**config.mk**
```make
export PLATFORM = sky130hd
export DESIGN_NAME = riscv_lsu
export DESIGN_NICKNAME = d
export VERILOG_FILES = /design/src/rtl/riscv_lsu.sv
export SDC_FILE = /design/constraint.sdc
export NUM_CORES = 1
export LEC_CHECK = 0
export ABC_AREA = 1
export BUFFER_PORTS_ARGS = -buffer_cell sky130_fd_sc_hd__buf_2
export CORE_MARGIN = 2
export CORE_UTILIZATION = 40
export DETAILED_ROUTE_END_ITERATION = 6
export MAX_ROUTING_LAYER = met4
export PLACE_DENSITY = 0.75
export SLEW_MARGIN = 20
export SYNTH_ARGS = -nofsm -noshare
export SYNTH_HDL_FRONTEND = slang
export SYNTH_SLANG_ARGS = --single-unit
```
**constraint.sdc**
```tcl
create_clock -name clk_i -period 1.8 [get_ports clk_i]
set_clock_uncertainty 0.1 [all_clocks]
set_input_delay 0.09 -clock clk_i [delete_from_list [all_inputs] [get_ports clk_i]]
set_output_delay 0.09 -clock clk_i [all_outputs]
set_load 0.01 [all_outputs]
```
**src/rtl/riscv_lsu.sv**
```systemverilog
// RV32I load-store unit: turns core byte/half/word accesses into word-aligned
// memory transactions and formats returned load data for writeback.
module riscv_lsu (
  input  logic        clk_i,
  input  logic        rst_i,
  input  logic        core_req_i,
  input  logic        core_we_i,
  input  logic [2:0]  core_size_i,
  input  logic [31:0] core_addr_i,
  input  logic [31:0] core_wd_i,
  output logic [31:0] core_rd_o,
  output logic        core_stall_o,
  output logic        misalign_o,
  output logic        mem_req_o,
  output logic        mem_we_o,
  output logic [3:0]  mem_be_o,
  output logic [31:0] mem_addr_o,
  output logic [31:0] mem_wd_o,
  input  logic [31:0] mem_rd_i,
  input  logic        mem_ready_i
);

  localparam int unsigned XLEN = 32;

  typedef enum logic {IDLE, WAIT} state_t;

  state_t            state_q, state_d;
  logic [2:0]        size_q;
  logic [1:0]        off_q;
  logic              we_q;
  logic [XLEN-1:0]   rd_q;
  logic              misaligned_c;
  logic              accept_c;
  logic              load_done_c;
  logic [7:0]        byte_c;
  logic [15:0]       half_c;
  logic [XLEN-1:0]   load_fmt_c;

  // Size is decoded on the low two funct3 bits: 0=byte, 1=half, else word.
  always_comb begin
    misaligned_c = 1'b0;
    case (core_size_i[1:0])
      2'd0:    misaligned_c = 1'b0;
      2'd1:    misaligned_c = core_addr_i[0];
      default: misaligned_c = (core_addr_i[1:0] != 2'b00);
    endcase
  end

  // Next state and memory/core handshake; reset masks every strobe.
  always_comb begin
    state_d      = state_q;
    accept_c     = 1'b0;
    mem_req_o    = 1'b0;
    mem_we_o     = 1'b0;
    core_stall_o = 1'b0;
    misalign_o   = 1'b0;
    case (state_q)
      IDLE: begin
        if (core_req_i) begin
          if (misaligned_c) begin
            misalign_o = 1'b1;
          end else begin
            accept_c     = 1'b1;
            mem_req_o    = 1'b1;
            mem_we_o     = core_we_i;
            core_stall_o = 1'b1;
            state_d      = WAIT;
          end
        end
      end
      WAIT: begin
        core_stall_o = ~mem_ready_i;
        if (mem_ready_i) state_d = IDLE;
      end
      default: state_d = IDLE;
    endcase
    if (rst_i) begin
      accept_c     = 1'b0;
      mem_req_o    = 1'b0;
      mem_we_o     = 1'b0;
      core_stall_o = 1'b0;
      misalign_o   = 1'b0;
    end
  end

  // Store lane placement and replication.
  always_comb begin
    mem_addr_o = {core_addr_i[31:2], 2'b00};
    mem_be_o   = 4'b1111;
    mem_wd_o   = core_wd_i;
    case (core_size_i[1:0])
      2'd0: begin
        mem_wd_o = {4{core_wd_i[7:0]}};
        if (core_we_i) mem_be_o = 4'b0001 << core_addr_i[1:0];
      end
      2'd1: begin
        mem_wd_o = {2{core_wd_i[15:0]}};
        if (core_we_i) mem_be_o = 4'b0011 << core_addr_i[1:0];
      end
      default: begin
        mem_wd_o = core_wd_i;
        mem_be_o = 4'b1111;
      end
    endcase
  end

  // Load extraction using the offset/size captured at issue.
  always_comb begin
    byte_c = 8'h00;
    case (off_q)
      2'd0: byte_c = mem_rd_i[7:0];
      2'd1: byte_c = mem_rd_i[15:8];
      2'd2: byte_c = mem_rd_i[23:16];
      2'd3: byte_c = mem_rd_i[31:24];
      default: byte_c = 8'h00;
    endcase
    half_c = off_q[1] ? mem_rd_i[31:16] : mem_rd_i[15:0];
    case (size_q[1:0])
      2'd0:    load_fmt_c = size_q[2] ? {24'h000000, byte_c} : {{24{byte_c[7]}}, byte_c};
      2'd1:    load_fmt_c = size_q[2] ? {16'h0000, half_c} : {{16{half_c[15]}}, half_c};
      default: load_fmt_c = mem_rd_i;
    endcase
  end

  assign load_done_c = (state_q == WAIT) && mem_ready_i && !we_q && !rst_i;
  assign core_rd_o   = load_done_c ? load_fmt_c : rd_q;

  always_ff @(posedge clk_i) begin
    if (rst_i) begin
      state_q <= IDLE;
      size_q  <= 3'd0;
      off_q   <= 2'd0;
      we_q    <= 1'b0;
      rd_q    <= '0;
    end else begin
      state_q <= state_d;
      if (accept_c) begin
        size_q <= core_size_i;
        off_q  <= core_addr_i[1:0];
        we_q   <= core_we_i;
      end
      if (load_done_c) rd_q <= load_fmt_c;
    end
  end

endmodule

```
==> impl_metrics.env, run 1 <==
export IMPL_fill_cells=718
export IMPL_syn_area_mm2=0.003107
export IMPL_grt_max_degree=41
export IMPL_fmax_mhz=545.0
export IMPL_nets=749
export IMPL_path_cells="nand2_2 > inv_4 > nand2_8 > inv_8 > buf_8 > or2_2 > nand2_2 > inv_1 > buf_2"
export IMPL_grt_met2_usage_pct=36.40
export IMPL_setup_viol=9
export IMPL_fin_crit_sh_pct=101.9
export IMPL_syn_avg_cell_area_um2=6.080
export IMPL_synth_most_common_cell="nand2_1"
export IMPL_total_power_mw=2.424
export IMPL_via_count=3773
export IMPL_slew_viol_final=0
export IMPL_ant_nets=0
export IMPL_clock_sinks=39
export IMPL_synth_area_top_cells="dfxtp_1 25%, nand2_1 19%, buf_4 10%"
export IMPL_crit_type="register to output port"
export IMPL_worstPathArrival_ns=1.64
export IMPL_synth_top_area_share_pct=25.13
export IMPL_antenna_found_initial=0
export IMPL_critPathMaxStageDelay_ns=0.34
export IMPL_die_area_mm2=0.008488
export IMPL_power_per_cell_area_mw_per_mm2=549.8
export IMPL_cp_common_cell="nand2_2"
export IMPL_overflow=0
export IMPL_busiest_layer="met2"
export IMPL_syn_to_final_growth_pct=41.88
export IMPL_cts_buffers=5
export IMPL_final_hold_viol_count=1
export IMPL_antenna_cells=0
export IMPL_ys_ff_latch=39
export IMPL_vias_per_cell=5.071
export IMPL_ys_seq_area_share_pct=25.13
export IMPL_yosysWarningCount=0
export IMPL_fin_area_mm2=0.004408
export IMPL_htree_levels=2
export IMPL_final_util_pct=57.94
export IMPL_power_leakage_nw=2.465
export IMPL_whs_ns=-0.009660
export IMPL_layout_setup_ws_ns=-0.03485
export IMPL_drt_pass1_iterations=5
export IMPL_status="complete, but fails checks"
export IMPL_grt_pass1_wl_mm=15.39
export IMPL_synth_edf_count=0
export IMPL_gp_congestion=0.9029
export IMPL_instances_no_fill=744
export IMPL_numPortBuffers=145
export IMPL_cp_end_kind="output port"
export IMPL_clockBufferDepth=2
export IMPL_place_area_mm2=0.003610
export IMPL_drive_gt1_share_pct=46.88
export IMPL_grtUsageMet3_pct=5.094
export IMPL_start_util_pct=40.84
export IMPL_synth_top_cells_by_count="159 x nand2_1, 58 x inv_1, 50 x nor2_1"
export IMPL_gr_usage_met1_pct=28.64
export IMPL_cp_slowest_cell="dfxtp_2"
export IMPL_synth_main_ff_cell="dfxtp_1"
export IMPL_async_flop_share_pct=0
export IMPL_fp_coreArea_mm2=0.007607
export IMPL_pin_count=208
export IMPL_clk_pin_slew_ns=0.07
export IMPL_fp_dieH_um=92.13
export IMPL_seqCellArea_um2=794.5
export IMPL_drtIter0Drc=327
export IMPL_irDropWorstVdd_mv=0.4492
export IMPL_std_cell_rows=32
export IMPL_dpl_cell_count=707
export IMPL_groute_usage_overall_pct=22.72
export IMPL_required_ns=1.61
export IMPL_die_w_um=92.13
export IMPL_rsz0062_at_grt="true"
export IMPL_grt_pass1_vias=3272
export IMPL_multiInputGateArea_mm2=0.001932
export IMPL_yosysUniqueCellTypes=30
export IMPL_maxCapViolCount=0
export IMPL_post_drt_wl_per_cell_um=14.66
export IMPL_syn_inst=511
export IMPL_post_dp_hpwl_mm=7.196
export IMPL_critPathLaunchType="register"
export IMPL_root_buffer="clkbuf_8"
export IMPL_failed_checks="hold timing, setup timing"
export IMPL_cts_tree="yes"
export IMPL_clock_latency_ns=0.29
export IMPL_totalWireLength_mm=10.90
export IMPL_worstPathMaxFanout=19
export IMPL_drc_errors=0
export IMPL_synth_top_area_cell="dfxtp_1"
export IMPL_fin_crit_ns=1.835
export IMPL_worstHoldPathType="input pin to register"
## repair_timing
action                                 CTS  global route
pin swaps                                6            25
resized for setup                       29            95
endpoints found under the hold margin    2             0
setup buffers                            9            10
setup endpoints to repair               32            32
gates cloned                             3             4
hold buffers                             3             0
## power by group
part | leakage [nW] | internal (mW) | switching, mW | total, mW
Clock | 0.0422 | 0.273 | 0.329 | 0.602
Sequential | 0.320 | 0.897 | 0.0233 | 0.920
Combinational | 2.10 | 0.380 | 0.521 | 0.901
Total | 2.47 | 1.55 | 0.874 | 2.42
## worst max-delay path: cells and delay by family (launching register included)
family,cells,cell delay [ns]
and+or+nand+nor,4,0.55
DFF,1,0.34
buffers and inverters,5,0.46
## path summary, 6_finish.rpt
path                           start                endpoint  slack [ns]  cells past startpoint
hold / removal        core_size_i[0]  size_q[0]$_SDFFE_PP0P_       -0.01                      3
setup / recovery  state_q$_SDFF_PP0_           core_rd_o[15]       -0.03                      9
setup reg to reg  state_q$_SDFF_PP0_      state_q$_SDFF_PP0_        0.26                      5
hold reg to reg   rd_q[2]$_SDFF_PP0_      rd_q[2]$_SDFF_PP0_        0.40                      2
## placed cells by master (no fill, tap or decap), drive strengths merged
master and n:
o22ai 6, clkbuf 11, a211oi 6, o21ai 18, conb 2, clkinvlp 1
or2 26, o21bai 1, dfxtp 39, dlygate4sd3 3, nor2 57, a31oi 1
a21oi 32, inv 62, o211ai 4, ha 4, nand3 32, nand2 160
buf 175, clkinv 2
## layout make-up
| type | count | area share [%] |
|---|---|---|
| multi-input combinational | 349 | 43.83 |
| timing repair buffer | 182 | 27.31 |
| sequential | 39 | 18.02 |
| inverter | 64 | 6.103 |
| tap | 102 | 2.895 |
| clock buffer | 7 | 1.731 |
| clock inverter | 1 | 0.1135 |
## sequential cells by signal (all words and copies together) (netlist names)
signal and count:
state_q 1, size_q 3, we_q 1, off_q 2
rd_q 32
## per-stage QoR
stage	setup slack [ns]	setup TNS, ns
global placement	-0.005613	-0.007468
global route	-0.1629	-1.712
detailed placement	-0.06371	-0.4183
finish	-0.03485	-0.1804
floorplan	0.4524	0
CTS	-0.01383	-0.03067
## logic make-up (layout without fill, tap and decap cells)
| logic type | Yosys count | in the layout | synth area share [%] |
|---|---|---|---|
| compound gates | 68 | 68 | 12.24 |
| fa+ha+maj | 4 | 4 | 1.611 |
| buf+inv | 127 | 254 | 21.79 |
| flops | 39 | 39 | 25.13 |
| other cells | 1 | 2 | 0.1207 |
| simple gates | 272 | 275 | 39.11 |
## per-layer routing
layer	wire [um]	vias to the layer above	share of wire, %
li1	-	1800	-
met1	4386	1682	40
met2	5215	246	48
met3	992	45	9.1
met4	308	0	2.8
met5	0	-	0
(Power assumes the default switching activity.)
==> run 2, diff against run 1 <==
GPL_TIMING_DRIVEN = 0   (was default)
==> impl_metrics.env, run 2 (synthesis gave the netlist of run 1 again) <==
export IMPL_clock_latency_ns=0.29
export IMPL_cp_common_cell="nand3_2"
export IMPL_cp_slowest_cell="dfxtp_2"
export IMPL_gp_congestion=0.8980
export IMPL_maxCapViolCount=0
export IMPL_most_common_layout_cells="168 x buf_2, 130 x nand2_1, 62 x buf_4"
export IMPL_grt_max_degree=12
export IMPL_drtIter0Drc=222
export IMPL_drt_pass1_iterations=4
export IMPL_largest_reg_flops=32
export IMPL_power_leakage_nw=2.797
export IMPL_fin_crit_sh_pct=106.5
export IMPL_start_util_pct=40.84
export IMPL_ant_nets=0
export IMPL_htree_levels=2
export IMPL_failed_checks="setup timing"
export IMPL_reg_top3="rd_q x32, size_q x3, off_q x2"
export IMPL_die_area_mm2=0.008488
export IMPL_status="complete, but fails checks"
export IMPL_timing_setup_tns_ns=-1.950
export IMPL_critPathLaunchType="register"
export IMPL_via_count=3847
export IMPL_pin_count=208
export IMPL_clock_sinks=39
export IMPL_cp_top_family="simple AND/OR/NAND/NOR gates"
export IMPL_worstPathMaxFanout=5
export IMPL_nets=829
export IMPL_cts_tree="yes"
export IMPL_syn_to_final_growth_pct=55.26
export IMPL_overflow=0
export IMPL_vias_per_cell=4.674
export IMPL_fp_coreArea_mm2=0.007607
export IMPL_grt_pass1_vias=3523
export IMPL_final_util_pct=63.40
export IMPL_pre_cts_ws_ns=0.1212
export IMPL_tightest_slew_ns=0.5184
export IMPL_dpl_cell_count=788
export IMPL_slew_viol_final=0
export IMPL_clk_pin_slew_ns=0.07
export IMPL_fmax_mhz=521.7
export IMPL_post_drt_wl_per_cell_um=13.29
export IMPL_regMostFlops="rd_q"
export IMPL_power_per_cell_area_mw_per_mm2=555.1
export IMPL_antenna_cells=0
export IMPL_post_dp_hpwl_mm=8.045
export IMPL_worst_path_buf_inv=4
export IMPL_antenna_found_initial=0
export IMPL_rsz0062_at_grt="true"
export IMPL_grt_pass1_wl_mm=16.35
export IMPL_numPortBuffers=174
export IMPL_required_ns=1.61
export IMPL_fill_cells=704
export IMPL_drc_errors=0
export IMPL_critPathMaxStageDelay_ns=0.37
export IMPL_fin_crit_ns=1.917
export IMPL_worstHoldPathType="input pin to register"
export IMPL_cts_buffers=5
export IMPL_std_cell_rows=32
export IMPL_irDropWorstVdd_mv=0.3101
export IMPL_layout_commonest_cell="buf_2"
export IMPL_relSlewSlack_pct=65.44
export IMPL_clockBufferDepth=2
export IMPL_fp_dieH_um=92.13
export IMPL_path_cells="inv_2 > o21bai_1 > nand3_2 > nand3_4 > buf_8 > nand3_2 > nand2_2 > inv_1 > buf_2"
export IMPL_instances_no_fill=823
export IMPL_worstPathArrival_ns=1.73
export IMPL_final_hold_viol_count=0
export IMPL_totalWireLength_mm=10.94
export IMPL_worst_r2r_setup_slack_ns=0.16
export IMPL_die_w_um=92.13
export IMPL_layout_setup_ws_ns=-0.1169
export IMPL_crit_type="register to output port"
export IMPL_cp_end_kind="output port"
export IMPL_setup_viol=24
export IMPL_root_buffer="clkbuf_8"
export IMPL_drive_gt1_share_pct=51.32
export IMPL_groute_usage_overall_pct=24.14
-- run 2: final timing paths --
| check | start | end | cells after the start |
|---|---|---|---|
| setup / recovery | off_q[0]$_SDFFE_PP0P_ | core_rd_o[22] | 9 |
| hold reg to reg | we_q$_SDFFE_PP0P_ | we_q$_SDFFE_PP0P_ | 2 |
| setup reg to reg | off_q[0]$_SDFFE_PP0P_ | rd_q[22]$_SDFF_PP0_ | 9 |
| hold / removal | core_we_i | we_q$_SDFFE_PP0P_ | 3 |
-- run 2: final cells by class --
class                           instances  area, um^2  area share, %
Buffer                                 63       485.5          10.06
Clock buffer                            6       72.57          1.505
Clock inverter                          1       30.03         0.6226
Inverter                               64       245.2          5.084
Multi-Input combinational cell        346        1859          38.55
Sequential cell                        39       792.0          16.42
Tap cell                              102       127.6          2.646
Timing Repair Buffer                  202        1211          25.11
-- run 2: worst reg2reg max path, stage by stage, from the launching register on --
cell      delay [ns]
dfxtp_2         0.37
inv_2           0.07
o21bai_1        0.18
nand3_2         0.14
nand3_4         0.18
buf_8           0.17
nand3_2         0.08
nand2_2         0.09
buf_4           0.11
nor2_1          0.03
-- run 2: where the power goes --
group | switching [mW] | leakage, nW | internal (mW) | total, mW
Sequential | 0.0188 | 0.319 | 0.898 | 0.916
Clock | 0.307 | 0.0513 | 0.406 | 0.713
Combinational | 0.556 | 2.43 | 0.492 | 1.05
Total | 0.881 | 2.80 | 1.80 | 2.68
-- run 2: per-stage QoR --
stage	total power [mW]	area, um^2	hold slack, ns
floorplan	1.443	3110	0.1377
global placement	1.754	4109	0.2646
detailed placement	1.767	4109	0.2642
CTS	2.551	4438	0.01763
global route	2.810	4823	0.04192
finish	2.677	4823	0.02013
-- run 2: timing repair --
item                                   in CTS  in global routing
endpoints found under the hold margin       3                  0
gates resized for setup                    30                 82
setup buffers                               9                 11
setup endpoints to repair                  32                 32
pin swaps                                   0                 22
gates cloned                                2                  2
hold buffers                                4                  0
-- run 2: per-layer routing --
layer  global-route usage, %  routed length, um  share of wire [%]  up-vias
li1                        -                  -                  -     1958
met1                   29.07               4531                 41     1719
met2                   40.81               5337                 49      146
met3                   4.437                780                7.1       24
met4                   7.960                289                2.6        0
met5                       -                  0                  0        -
